[config.mk]
export PLATFORM = sky130hd
export DESIGN_NAME = mig_parity_seq
export DESIGN_NICKNAME = d
export VERILOG_FILES = /design/src/rtl/mig_parity_seq_pkg.sv /design/src/rtl/mig_parity_seq_maj3_inv.sv /design/src/rtl/mig_parity_seq.sv
export SDC_FILE = /design/constraint.sdc
export NUM_CORES = 1
export LEC_CHECK = 0
export CORE_UTILIZATION = 58
export CTS_CLUSTER_DIAMETER = 40
export DETAILED_ROUTE_END_ITERATION = 16
export GPL_TIMING_DRIVEN = 0
export HOLD_SLACK_MARGIN = 0.02
export MAX_ROUTING_LAYER = met4
export PLACE_DENSITY = 0.91
export SYNTH_ARGS = -nofsm -noshare
export SYNTH_HDL_FRONTEND = slang
export SYNTH_HIERARCHICAL = 1
export SYNTH_SLANG_ARGS = --single-unit
[constraint.sdc]
create_clock -name clk -period 4.1 [get_ports clk]
set_clock_uncertainty 0.2 [all_clocks]
set_input_delay 0.82 -clock clk [delete_from_list [all_inputs] [get_ports clk]]
set_output_delay 0.82 -clock clk [all_outputs]
set_load 0.03 [all_outputs]
[src/rtl/mig_parity_seq_pkg.sv]
// Shared definitions for the sequential majority-inverter-graph parity engine.
// Holds the FSM state encoding, node-index and instruction types, the
// constant-zero node index and the fixed six-gate program that evaluates
// odd parity of five inputs as two cascaded 3-input XOR structures.
package mig_parity_seq_pkg;

    typedef enum logic [1:0] {
        IDLE = 2'd0,
        LOAD = 2'd1,
        EVAL = 2'd2,
        DONE = 2'd3
    } state_e;

    localparam int NODE_W      = 4;
    localparam int NODE_SPACE  = 2 ** NODE_W;
    localparam int ROM_STEP_W  = 3;

    typedef logic [NODE_W-1:0] node_idx_t;

    // Index 15 never maps onto a stored node, so it always reads as 0.
    localparam node_idx_t CONST0 = node_idx_t'(15);

    typedef struct packed {
        node_idx_t idx;
        logic      inv;
    } operand_t;

    typedef struct packed {
        operand_t a;
        operand_t b;
        operand_t c;
    } instr_t;

    // Node map: 0-4 = x0..x4, 5-10 = g0..g5.
    // g0..g2 form XOR3(x0,x1,x2); g3..g5 repeat the pattern on (x3,x4,g2).
    localparam instr_t ROM_G0 = '{a: '{idx: 4'd0, inv: 1'b1}, b: '{idx: 4'd1, inv: 1'b0}, c: '{idx: 4'd2, inv: 1'b0}};
    localparam instr_t ROM_G1 = '{a: '{idx: 4'd1, inv: 1'b0}, b: '{idx: 4'd2, inv: 1'b0}, c: '{idx: 4'd5, inv: 1'b1}};
    localparam instr_t ROM_G2 = '{a: '{idx: 4'd0, inv: 1'b0}, b: '{idx: 4'd5, inv: 1'b0}, c: '{idx: 4'd6, inv: 1'b1}};
    localparam instr_t ROM_G3 = '{a: '{idx: 4'd3, inv: 1'b1}, b: '{idx: 4'd4, inv: 1'b0}, c: '{idx: 4'd7, inv: 1'b0}};
    localparam instr_t ROM_G4 = '{a: '{idx: 4'd4, inv: 1'b0}, b: '{idx: 4'd7, inv: 1'b0}, c: '{idx: 4'd8, inv: 1'b1}};
    localparam instr_t ROM_G5 = '{a: '{idx: 4'd3, inv: 1'b0}, b: '{idx: 4'd8, inv: 1'b0}, c: '{idx: 4'd9, inv: 1'b1}};

    localparam instr_t ROM_NOP = '{a: '{idx: CONST0, inv: 1'b0},
                                   b: '{idx: CONST0, inv: 1'b0},
                                   c: '{idx: CONST0, inv: 1'b0}};

    function automatic instr_t rom_entry(input logic [ROM_STEP_W-1:0] step);
        instr_t e;
        case (step)
            3'd0:    e = ROM_G0;
            3'd1:    e = ROM_G1;
            3'd2:    e = ROM_G2;
            3'd3:    e = ROM_G3;
            3'd4:    e = ROM_G4;
            3'd5:    e = ROM_G5;
            default: e = ROM_NOP;
        endcase
        return e;
    endfunction

endpackage

[src/rtl/mig_parity_seq_maj3_inv.sv]
// maj3_inv: combinational 3-input majority gate with per-operand inversion.
// Ports:
//   a, b, c             - data bits
//   inv_a, inv_b, inv_c - invert the corresponding data bit before voting
//   y                   - majority of the (optionally inverted) operands
module maj3_inv (
    input  logic a,
    input  logic b,
    input  logic c,
    input  logic inv_a,
    input  logic inv_b,
    input  logic inv_c,
    output logic y
);

    logic a_eff;
    logic b_eff;
    logic c_eff;

    assign a_eff = a ^ inv_a;
    assign b_eff = b ^ inv_b;
    assign c_eff = c ^ inv_c;
    assign y     = (a_eff & b_eff) | (a_eff & c_eff) | (b_eff & c_eff);

endmodule

[src/rtl/mig_parity_seq.sv]
// mig_parity_seq: evaluates odd parity of x by stepping a six-gate
// majority-inverter program through one shared maj3_inv, one gate per cycle.
// Ports:
//   clk, rst_n           - clock, synchronous active-low reset
//   in_valid / in_ready  - operand handshake (ready only in IDLE)
//   x[NUM_IN-1:0]        - operand bits
//   out_valid / out_ready- result handshake (valid only in DONE)
//   y                    - parity result, taken from node g5
//   busy                 - high in LOAD, EVAL and DONE
module mig_parity_seq
    import mig_parity_seq_pkg::*;
#(
    parameter int NUM_IN    = 5,
    parameter int NUM_GATES = 6
) (
    input  logic              clk,
    input  logic              rst_n,
    input  logic              in_valid,
    output logic              in_ready,
    input  logic [NUM_IN-1:0] x,
    output logic              out_valid,
    input  logic              out_ready,
    output logic              y,
    output logic              busy
);

    localparam int NUM_NODES = NUM_IN + NUM_GATES;
    localparam int STEP_W    = ROM_STEP_W;
    localparam logic [STEP_W-1:0] LAST_STEP = STEP_W'(NUM_GATES - 1);

    state_e                 state_q,    state_d;
    logic [STEP_W-1:0]      step_q,     step_d;
    logic [NUM_NODES-1:0]   nodes_q,    nodes_d;
    // Set once the last gate has been written; the following EVAL cycle
    // moves to DONE so that DONE entry lands on its own edge.
    logic                   eval_end_q, eval_end_d;

    logic [NODE_SPACE-1:0]  node_vec;
    instr_t                 instr;
    logic                   maj_out;

    // Operands come only from the registered node file; unused indices
    // (including CONST0) read as zero through the padding.
    assign node_vec = {{(NODE_SPACE - NUM_NODES){1'b0}}, nodes_q};
    assign instr    = rom_entry(step_q);

    maj3_inv u_maj (
        .a     (node_vec[instr.a.idx]),
        .b     (node_vec[instr.b.idx]),
        .c     (node_vec[instr.c.idx]),
        .inv_a (instr.a.inv),
        .inv_b (instr.b.inv),
        .inv_c (instr.c.inv),
        .y     (maj_out)
    );

    always_comb begin
        // NOTE: every combinational target gets a default first, so no path
        // through the case leaves a value unassigned and no latch is inferred.
        state_d    = state_q;
        step_d     = step_q;
        nodes_d    = nodes_q;
        eval_end_d = eval_end_q;

        case (state_q)
            IDLE: begin
                if (in_valid) begin
                    nodes_d[NUM_IN-1:0] = x;
                    state_d             = LOAD;
                end
            end
            LOAD: begin
                nodes_d[NUM_NODES-1:NUM_IN] = '0;
                step_d                      = '0;
                eval_end_d                  = 1'b0;
                state_d                     = EVAL;
            end
            EVAL: begin
                if (eval_end_q) begin
                    state_d = DONE;
                end else begin
                    for (int i = 0; i < NUM_GATES; i++) begin
                        if (STEP_W'(i) == step_q) begin
                            nodes_d[NUM_IN + i] = maj_out;
                        end
                    end
                    // The counter parks on the last step instead of wrapping,
                    // keeping the ROM address inside the program.
                    if (step_q == LAST_STEP) begin
                        eval_end_d = 1'b1;
                    end else begin
                        step_d = step_q + STEP_W'(1);
                    end
                end
            end
            DONE: begin
                if (out_ready) begin
                    state_d = IDLE;
                end
            end
            default: state_d = IDLE;
        endcase
    end

    // NOTE: the node file is a handful of flops, so it is reset along with
    // the control state; an aborted evaluation leaves nothing behind on y.
    always_ff @(posedge clk) begin
        // NOTE: sequential state uses non-blocking assignments so every flop
        // samples pre-edge values regardless of statement order.
        if (!rst_n) begin
            state_q    <= IDLE;
            step_q     <= '0;
            nodes_q    <= '0;
            eval_end_q <= 1'b0;
        end else begin
            state_q    <= state_d;
            step_q     <= step_d;
            nodes_q    <= nodes_d;
            eval_end_q <= eval_end_d;
        end
    end

    assign in_ready  = (state_q == IDLE);
    assign busy      = (state_q != IDLE);
    assign out_valid = (state_q == DONE);
    assign y         = nodes_q[NUM_NODES-1];

endmodule
# Yosys cells after proc, flatten, opt, wreduce, memory -nomap -nowiden
# Index checks and enable logic that the tools add are counted.
dict set report totals {
  ff_bits 17
  output_inout_bits 4
}
dict set report op_classes {
  n_addsub 1
  n_lt_le_gt_ge 3
  n_eq_ne 24
  n_mux 25
  n_bitwise 8
  n_reduce_logical 13
}
# op n
set op_table {}
lappend op_table {{$pmux W15 S6} 1}
lappend op_table {{$reduce_and A3 Y1} 8}
lappend op_table {{$ne A2 B2 Y1 const B} 10}
lappend op_table {{$lt A4 B5 Y1 const B} 3}
lappend op_table {{$bmux W1 S4} 3}
lappend op_table {{$pmux W6 S2} 1}
lappend op_table {{$mux W1} 11}
lappend op_table {{$pmux W2 S4} 1}
lappend op_table {{$eq A2 B3 Y1 const A} 2}
lappend op_table {{$eq A3 B2 Y1 const B} 2}
lappend op_table {{$eq A3 B3 Y1 const A} 2}
lappend op_table {{$eq A3 B3 Y1 const B} 2}
lappend op_table {{$mux W2} 3}
lappend op_table {{$mux W3} 2}
lappend op_table {{$mux W6} 1}
lappend op_table {{$pmux W3 S2} 1}
lappend op_table {{$eq A2 B2 Y1 const B} 2}
lappend op_table {{$reduce_bool A2 Y1} 2}
lappend op_table {{$add A3 B1 Y3 const B} 1}
lappend op_table {{$and A1 B1 Y1} 3}
lappend op_table {{$eq A1 B3 Y1 const A} 1}
lappend op_table {{$eq A3 B1 Y1 const B} 1}
lappend op_table {{$logic_not A3 Y1} 1}
lappend op_table {{$xor A1 B1 Y1} 3}
lappend op_table {{other kinds (6)} 7}

# Logic depth before layout (Yosys ltp)
# Gate-level depths: netlist of run 1.
dict set report depth {
  word_depth 11
  ltp_mapped 12
}

# By module
# The synthesis of run 1 kept the hierarchy.
# module instances cells_per_inst area_each_um2 seq_area_each_um2
set modules_own_cells {}
lappend modules_own_cells {mig_parity_seq 1 166 1249.9 340.3}
lappend modules_own_cells {maj3_inv 1 4 37.5 0.0}

# Worst setup path before layout of run 1
# OpenSTA, ideal clock, no wires.
dict set report synth_timing {
  path_kind {register to register}
  from {register step_q[0]}
  to {register nodes_q[6]}
  setup_time_ns 0.132
  t_arrival_ns 2.371
  setup_slack_ns 1.397
  stages_incl_launch_ff 12
  n_path_buf 1
  period_less_slack_ns 2.703
  path_cell_list {dfxtp_1 inv_1 ha_1 buf_4 nor2_2 o221a_2 mux2_1 a221o_1 xor2_1 maj3_2 nand4_1 a21boi_0}
}
dict set report synth_via {
  elab_chain_cells 11
}
# item line_no
set synth_lines {}
lappend synth_lines {{start, declared} mig_parity_seq.sv:32} ;# logic [STEP_W-1:0] step_q, step_d;
lappend synth_lines {{start signal, assigned} mig_parity_seq.sv:117} ;# step_q <= step_d;
lappend synth_lines {{$eq A3 B3 Y1, or another cell as far along} mig_parity_seq_pkg.sv:49} ;# case (step)
lappend synth_lines {{$pmux W15 S6 (*)} mig_parity_seq_pkg.sv:49}
lappend synth_lines {{$bmux W1 S4, on equally long branches} {mig_parity_seq.sv:48, mig_parity_seq.sv:49, mig_parity_seq.sv:50}}
lappend synth_lines {{$mux W1, on equally long branches} {mig_parity_seq.sv:48, mig_parity_seq.sv:49, mig_parity_seq.sv:50}}
lappend synth_lines {{$xor A1 B1 Y1, on equally long branches} {mig_parity_seq_maj3_inv.sv:20, mig_parity_seq_maj3_inv.sv:21, mig_parity_seq_maj3_inv.sv:22}}
lappend synth_lines {{$and A1 B1 Y1} mig_parity_seq_maj3_inv.sv:23} ;# assign y = (a_eff & b_eff) | (a_eff & c_eff) | (b_eff & c_eff);
lappend synth_lines {{$or A1 B1 Y1} mig_parity_seq_maj3_inv.sv:23}
lappend synth_lines {{$or A1 B1 Y1 (*)} mig_parity_seq_maj3_inv.sv:23}
lappend synth_lines {{named net maj_out} mig_parity_seq.sv:40} ;# logic maj_out;
lappend synth_lines {{$mux W1 (*)} mig_parity_seq.sv:83} ;# if (STEP_W'(i) == step_q) begin
lappend synth_lines {{$mux W6 (*)} mig_parity_seq.sv:79} ;# if (eval_end_q) begin
lappend synth_lines {{$pmux W6 S2 (*)} mig_parity_seq.sv:65} ;# case (state_q)
lappend synth_lines {{end signal, assigned} mig_parity_seq.sv:118} ;# nodes_q <= nodes_d;
lappend synth_lines {{end, declared} mig_parity_seq.sv:33} ;# logic [NUM_NODES-1:0] nodes_q, nodes_d;
# Mark *: on every way through the listed nets, which the timed path passes. The rest lies on a longest branch. The select of a mux whose other input is x is not followed.
# A chain may end at the register's enable or synchronous reset.

# Worst setup path after layout of run 1
dict set report layout_timing {
  from {register step_q[0]}
  to {register nodes_q[8]}
}
# Same word-level chain as after synthesis.

==> impl_results.md, run 1 <==
* Tmin final at 3080 ps
* Critical Path Slowest Stage Cell: dfxtp_1
* Worst-path clk slew at around 100 ps
* Sw Ratio at 0.492
* Critical path type: flip-flop to flip-flop
* Grt ovf at 0
* PD cells at 548 nW/µm²
* RSZ-0062 raised after global routing: false
* TritonCTS clock tree: done
* Inserted Clock Buffers at 3
* Crit path cell chain: ha_1 -> ha_1 -> clkbuf_1 -> nor2_1 -> o21ai_1 -> o221ai_1 -> o32ai_1 -> a211o_1 -> xor2_1 -> maj3_2 -> nand3_1 -> a21boi_0
* Hold Fails Final Rpt at 0
* Synth cell types at 45
* Status: complete, no violations
* Drt drc at 0
* Max stage delay on crit path at 420 ps
* Post-Route WL at 3.54 mm
* First-pass GRT wire length at 6.09 mm
* CTS Hold Bufs at 0
* Number of diodes at 0
* Mapped Avg Cell Area at ~7.6 µm²
* Clock tree buffer depth at 2
* Layout cells sized above 1 at 0.0645
* Cell repeated most along the worst path: ha_1
* Layout Cells excl Fill at 213
* DRT Pass-1 Iters at 4
* Int Pwr at 0.000409 W
* Main flop type after synthesis: dfxtp_1
* Area contributors post-synth: dfxtp_1 26%, ha_1 8.7%, a21boi_0 7.0%, nand2_1 5.2%, nand3_1 5.1%
* I/O pin cnt at 13
* Synth async-reset ratio at 0
* IO buf count at 12
* Worst hold path class: flip-flop to flip-flop
* Post-CTS Resized at 0
* Die Wd at ~49 µm
* Total negative slack at 0 ps
* Switch Pwr at 0.000397 W
* Worst r2r src: step_q[0]
* Number of antenna violations at the first check in global routing at 0
* Max transition margin at 0.663
* Post-synth top area share at 0.264
* Hold Startpoint: nodes_q[2]
* Syn Nets at around 190
* Total die area at 2410 µm²
* Sequential area share after synthesis at 0.264
* Via count at 1359
* Seq cells post-synth at 17
* Vias per Instance at 6.38
* Synth Instances at 170
* Worst EP arrival at between 3000 and 4000 ps
* Crit path from: step_q[0]
* CTS root buf: clkbuf_4
* H-tree depth at 1
* Vias in the first global route at 1319
* Max-Cap Viols at 0
* DRT antenna net count at 0
* DR WL/cell at 16.6 µm
* Crit path max fanout at 10
* GP Congestion at 0.932
* CP Capture Type: flip-flop
* Final Net Count at roughly 210
* Die height at 49.1 µm
* Count leader, synth: nand2_1
* Pleak at 0.551 nW
* Maximum number of pins on one net before global-route repair at 11
* Setup bufs post-CTS at 0
* Combinational power share at 0.614
* Max-slew violation count at 0
* Post-Place Cells at between 200 and 250
* Largest area contributor in the netlist: dfxtp_1
* Clock power frac at 0.115
* Post-synth EDFFs at 0
* Clock latency on the worst-skew pair at 300 ps
* Syn Std Cell Area at 1290 µm²
* Worst-Margin Slew at about 510 ps
* Starting density of the core at 0.637
* Fmax at approximately 0.33 GHz
* GRT Total Usage at 0.337
* Sequential share of power at 0.271
* Clock sink count at 17
* Post-synth top cells: 18 x nand2_1, 17 x dfxtp_1, 13 x nand3_1, 12 x a21boi_0, 12 x inv_1
* VDD IR max at 0.501 mV
* Synth warnings at 6
* Layout overhead on the synthesized area at 14.1%
* Rows at 16
* Worst endpoint required time at 4110 ps
* Startpoint types: flip-flop
* Core Area at 2020 µm²
* # setup viols final at 0
* Post-DP HPWL at 2.62 mm
* R2R setup slack at between 1000 and 1500 ps
* Final period utilization at 0.750
* DR iter-0 viols at 63
## layout by cell type (no fill, tap or decap), drive strengths merged, types with 3 or more instances in the layout
cell,count
a21boi,12
a21oi,4
and2,3
buf,5
clkbuf,9
clkdlybuf4s50,12
dfxtp,17
ha,9
inv,13
nand2,18
nand3,13
nand4,4
nor2,9
nor3,4
o211ai,6
o21ai,12
o221ai,3
xor2,3
## registers in the layout, indices dropped and copies added, names as in the netlist
name        cells
state_q         2
eval_end_q      1
nodes_q        11
step_q          3
## power by group through the flow
stage | Sequential [W] | Clock (W) | Combinational (W)
global placement | 0.000219 | 0 | 0.000460
global route | 0.000221 | 0.000102 | 0.000540
detailed placement | 0.000221 | 0 | 0.000481
CTS | 0.000217 | 0.0000924 | 0.000485
floorplan | 0.000212 | 0 | 0.000358
finish | 0.000219 | 0.0000923 | 0.000495
## per-layer routing
metal,share of wire,vias to the layer above,track usage
met2,0.49,81,0.521
li1,-,651,-
met3,0.087,10,0.0623
met4,0.022,0,0.157
met1,0.40,617,0.422
met5,0,-,-
## layout make-up
class | count | area (µm²)
clock buffers | 3 | 22.5
repair buffers | 12 | 120
flip-flops and latches | 17 | 340
well taps | 27 | 33.8
clock inverters | 1 | 5.00
plain buffers | 11 | 48.8
fillers | 157 | 553
inverters | 13 | 48.8
multi-input cells | 129 | 850
## worst paths after layout
kind                                   end  depth (start not counted)
worst max-delay path            nodes_q[8]                         12
worst min-delay path            nodes_q[2]                          2
worst max register to register  nodes_q[8]                         12
worst min register to register  nodes_q[2]                          2
## per-stage QoR
| step | power (W) | util | hold slack, ps | setup WS, ps | area, µm² |
|---|---|---|---|---|---|
| global placement | 0.000679 | 0.713 | 265 | 1200 | 1440 |
| detailed placement | 0.000702 | 0.713 | 282 | 1130 | 1440 |
| global route | 0.000864 | 0.726 | 328 | 787 | 1470 |
| finish | 0.000805 | 0.726 | 302 | 1020 | 1470 |
| CTS | 0.000794 | 0.726 | 301 | 1090 | 1470 |
| floorplan | 0.000570 | - | 251 | 1400 | 1290 |
## worst max-delay path, delay by kind of cell (launching register included)
| kind | cells | cell delay (ps) |
|---|---|---|
| and+or+nand+nor | 2 | 200 |
| DFF | 1 | 420 |
| adders and majority gates | 3 | 680 |
| AOI/OAI and AO/OA | 5 | 920 |
| xor gates and xnor gates | 1 | 160 |
| buffers and inverters | 1 | 390 |
## cell families after synthesis
family,after synthesis,share of synthesized area
buffers and inverters,24,0.0758
other,1,0.00291
adder cells (fa/ha/maj),11,0.104
multiplexers,3,0.0243
AND/OR/NAND/NOR,58,0.215
flip-flops,17,0.264
XOR/XNOR,3,0.0204
AO/OA/AOI/OAI,53,0.294
(Power assumes the default switching activity.)
==> inputs of run 2 (changes only) <==
--- a/config.mk
+++ b/config.mk
@@ -5,13 +5,13 @@
 export SDC_FILE = /design/constraint.sdc
 export NUM_CORES = 1
 export LEC_CHECK = 0
-export CORE_UTILIZATION = 58
+export CORE_UTILIZATION = 56
 export CTS_CLUSTER_DIAMETER = 40
 export DETAILED_ROUTE_END_ITERATION = 16
 export GPL_TIMING_DRIVEN = 0
 export HOLD_SLACK_MARGIN = 0.02
 export MAX_ROUTING_LAYER = met4
-export PLACE_DENSITY = 0.91
+export PLACE_DENSITY = 0.89
 export SYNTH_ARGS = -nofsm -noshare
 export SYNTH_HDL_FRONTEND = slang
 export SYNTH_HIERARCHICAL = 1
==> constraint.sdc (replaced) <==
create_clock -name clk -period 2.95 [get_ports clk]
set_clock_uncertainty 0.2 [all_clocks]
set_input_delay 0.59 -clock clk [delete_from_list [all_inputs] [get_ports clk]]
set_output_delay 0.59 -clock clk [all_outputs]
set_load 0.03 [all_outputs]
==> impl_results.md, run 2 (synthesized netlist as in run 1, its figures left out) <==
* Status: complete, no violations (unchanged)
* Vias in the first global route at 1194 (was 1319)
* Int Pwr at 0.000595 W (was 0.000409 W)
* Clock tree buffer depth at 2 (unchanged)
* Rows at 16 (unchanged)
* # setup viols final at 0 (unchanged)
* Post-Route WL at 3.17 mm (was 3.54 mm)
* Crit path max fanout at 10 (unchanged)
* Hold WS at 296 ps (was 302 ps)
* RSZ-0062 raised after global routing: false (unchanged)
* Register Area at 345 µm² (was 340 µm²)
* Combinational power share at 0.622 (was 0.614)
* Clock sink count at 17 (unchanged)
* WL met1 at 1.40 mm (about the same)
* Max layer used: met4 (unchanged)
* IO buf count at 12 (unchanged)
* Startpoint types: flip-flop (unchanged)
* Via count at 1329 (was 1359)
* Switch Pwr at 0.000539 W (was 0.000397 W)
* Met2 WL at 1.50 mm (was 1.75 mm)
* Maximum number of pins on one net before global-route repair at 11 (unchanged)
* Number of diodes at 0 (unchanged)
* Total negative slack at 0 ps (unchanged)
* Worst-path clk slew at 100 ps (about the same)
* Total power at 0.00113 W (was 0.000805 W)
* Footprint of the multi-input gates at 891 µm² (was 850 µm²)
* Die height at 50.0 µm (was 49.1 µm)
* DR WL/cell at 14.8 µm (was 16.6 µm)
* CP Capture Type: flip-flop (unchanged)
* Met3 routed WL at 212 µm (was 309 µm)
* H-tree depth at 1 (unchanged)
* Core Area at 2060 µm² (was 2020 µm²)
* Largest registers: nodes_q x11, step_q x3, state_q x2 (unchanged)
* I/O pin cnt at 13 (unchanged)
* Inserted Clock Buffers at 3 (unchanged)
* Clock power frac at 0.110 (was 0.115)
* Worst EP arrival at 2780 ps (was 3090 ps)
* CTS Hold Bufs at 0 (unchanged)
* Drt drc at 0 (unchanged)
* Grt ovf at 0 (unchanged)
* Max-Cap Viols at 0 (unchanged)
* Number of antenna violations at the first check in global routing at 0 (unchanged)
* Post-DP HPWL at 2.40 mm (was 2.62 mm)
* Most flops, register: nodes_q (unchanged)
* Hold Fails Final Rpt at 0 (unchanged)
* DR iter-0 viols at 61 (was 63)
* Max-slew violation count at 0 (unchanged)
* Sequential share of power at 0.268 (was 0.271)
* Worst hold path class: flip-flop to flip-flop (unchanged)
* Vias per Instance at 6.21 (was 6.38)
* Critical path type: flip-flop to flip-flop (unchanged)
* PD cells at 743 nW/µm² (was 548 nW/µm²)
* GRT Total Usage at 0.297 (was 0.337)
* Commonest non-fill, non-tap cell in the layout: nand2_1 (unchanged)
* Layout cells sized above 1 at 0.128 (was 0.0645)
* Most frequent cells in the layout: 18 x nand2_1, 15 x dfxtp_1, 13 x nand3_1, 12 x a21boi_0, 12 x clkdlybuf4s50_1 (was 18 x nand2_1, 17 x dfxtp_1, 13 x nand3_1)
* Sw Ratio at 0.475 (was 0.492)
* Die Wd at 50.0 µm (was 49.1 µm)
* Final Net Count at 206 (was 205)
* Post-Place Cells at 209 (unchanged)
* TritonCTS clock tree: done (unchanged)
* Starting density of the core at 0.624 (was 0.637)
* Fmax at 0.357 GHz (was 0.325 GHz)
* Clock latency on the worst-skew pair at 290 ps (was 300 ps)
* First-pass GRT wire length at 5.54 mm (was 6.09 mm)
* DRT antenna net count at 0 (unchanged)
* VDD IR max at 0.736 mV (was 0.501 mV)
* Pleak at 0.571 nW (was 0.551 nW)
* Fill cells at 167 (was 157)
* Worst endpoint required time at 2930 ps (was 4110 ps)
* Max reg flops at 11 (unchanged)
* Total die area at 2500 µm² (was 2410 µm²)
* Layout Cells excl Fill at 214 (was 213)
* GP Congestion at 0.980 (was 0.932)
* Tmin final at 2800 ps (was 3080 ps)
* Layout overhead on the synthesized area at 18.6% (was 14.1%)
* CTS root buf: clkbuf_4 (unchanged)
* DRT Pass-1 Iters at 4 (unchanged)
* Final period utilization at 0.949 (was 0.750)
==> run 2: layout make-up <==
class,instances,area share
Clock buffer,4,0.0172
Multi-Input combinational cell,129,0.584
Buffer,11,0.0352
Timing Repair Buffer,13,0.0836
Sequential cell,17,0.226
Inverter,13,0.0320
Tap cell,27,0.0221
==> run 2: final timing paths <==
path / start / to / slack (ps) / cells after the start
max: step_q[0] / nodes_q[10] / 150 / 11
min: nodes_q[2] / nodes_q[2] / 300 / 2
max reg2reg: step_q[0] / nodes_q[10] / 150 / 11
min reg2reg: nodes_q[2] / nodes_q[2] / 300 / 2
==> run 2: what timing repair did <==
action	CTS	global route
buffers inserted	0	1
pin swaps	0	4
setup endpoints to repair	1	6
resized for setup	1	18
==> run 2: stage by stage <==
stage          setup slack [ps]  cell area, µm²   util
2_1_floorplan               247            1290      -
3_3_place_gp               65.0            1440  0.699
3_5_place_dp               23.5            1440  0.699
4_1_cts                    15.1            1470  0.712
5_1_grt                    2.84            1530  0.740
6_report                    149            1530  0.740
==> run 2: per-layer routing <==
metal  GRT usage  up-vias
met5           -        -
met4      0.0952        0
met3      0.0617       10
met2       0.453       46
met1       0.388      619
li1            -      654
==> run 2: critical path, cell delays in order (launching register included) <==
cell and delay, ps:
dfxtp_4 380, inv_1 60, ha_1 190, buf_4 170, nor2_4 110, o221a_4 220, mux2_1 320, a221o_1 330
xor2_1 150, maj3_2 370, nand4_1 120, a21boi_0 90
==> run 2: power groups by stage <==
stage	clock (W)	combinational, W	sequential (W)
after floorplan	0	0.000497	0.000295
after global placement	0	0.000645	0.000303
after detailed placement	0	0.000659	0.000306
after CTS	0.000127	0.000663	0.000300
after global routing	0.000140	0.000771	0.000309
final	0.000125	0.000706	0.000304
==> inputs of run 3 (changes only) <==
--- a/config.mk
+++ b/config.mk
@@ -12,6 +12,7 @@
 export HOLD_SLACK_MARGIN = 0.02
 export MAX_ROUTING_LAYER = met4
 export PLACE_DENSITY = 0.89
+export SKIP_LAST_GASP = 1
 export SYNTH_ARGS = -nofsm -noshare
 export SYNTH_HDL_FRONTEND = slang
 export SYNTH_HIERARCHICAL = 1
==> results of run 3 <==
Same layout as run 2: the final DEF is identical, and so are final timing and power.
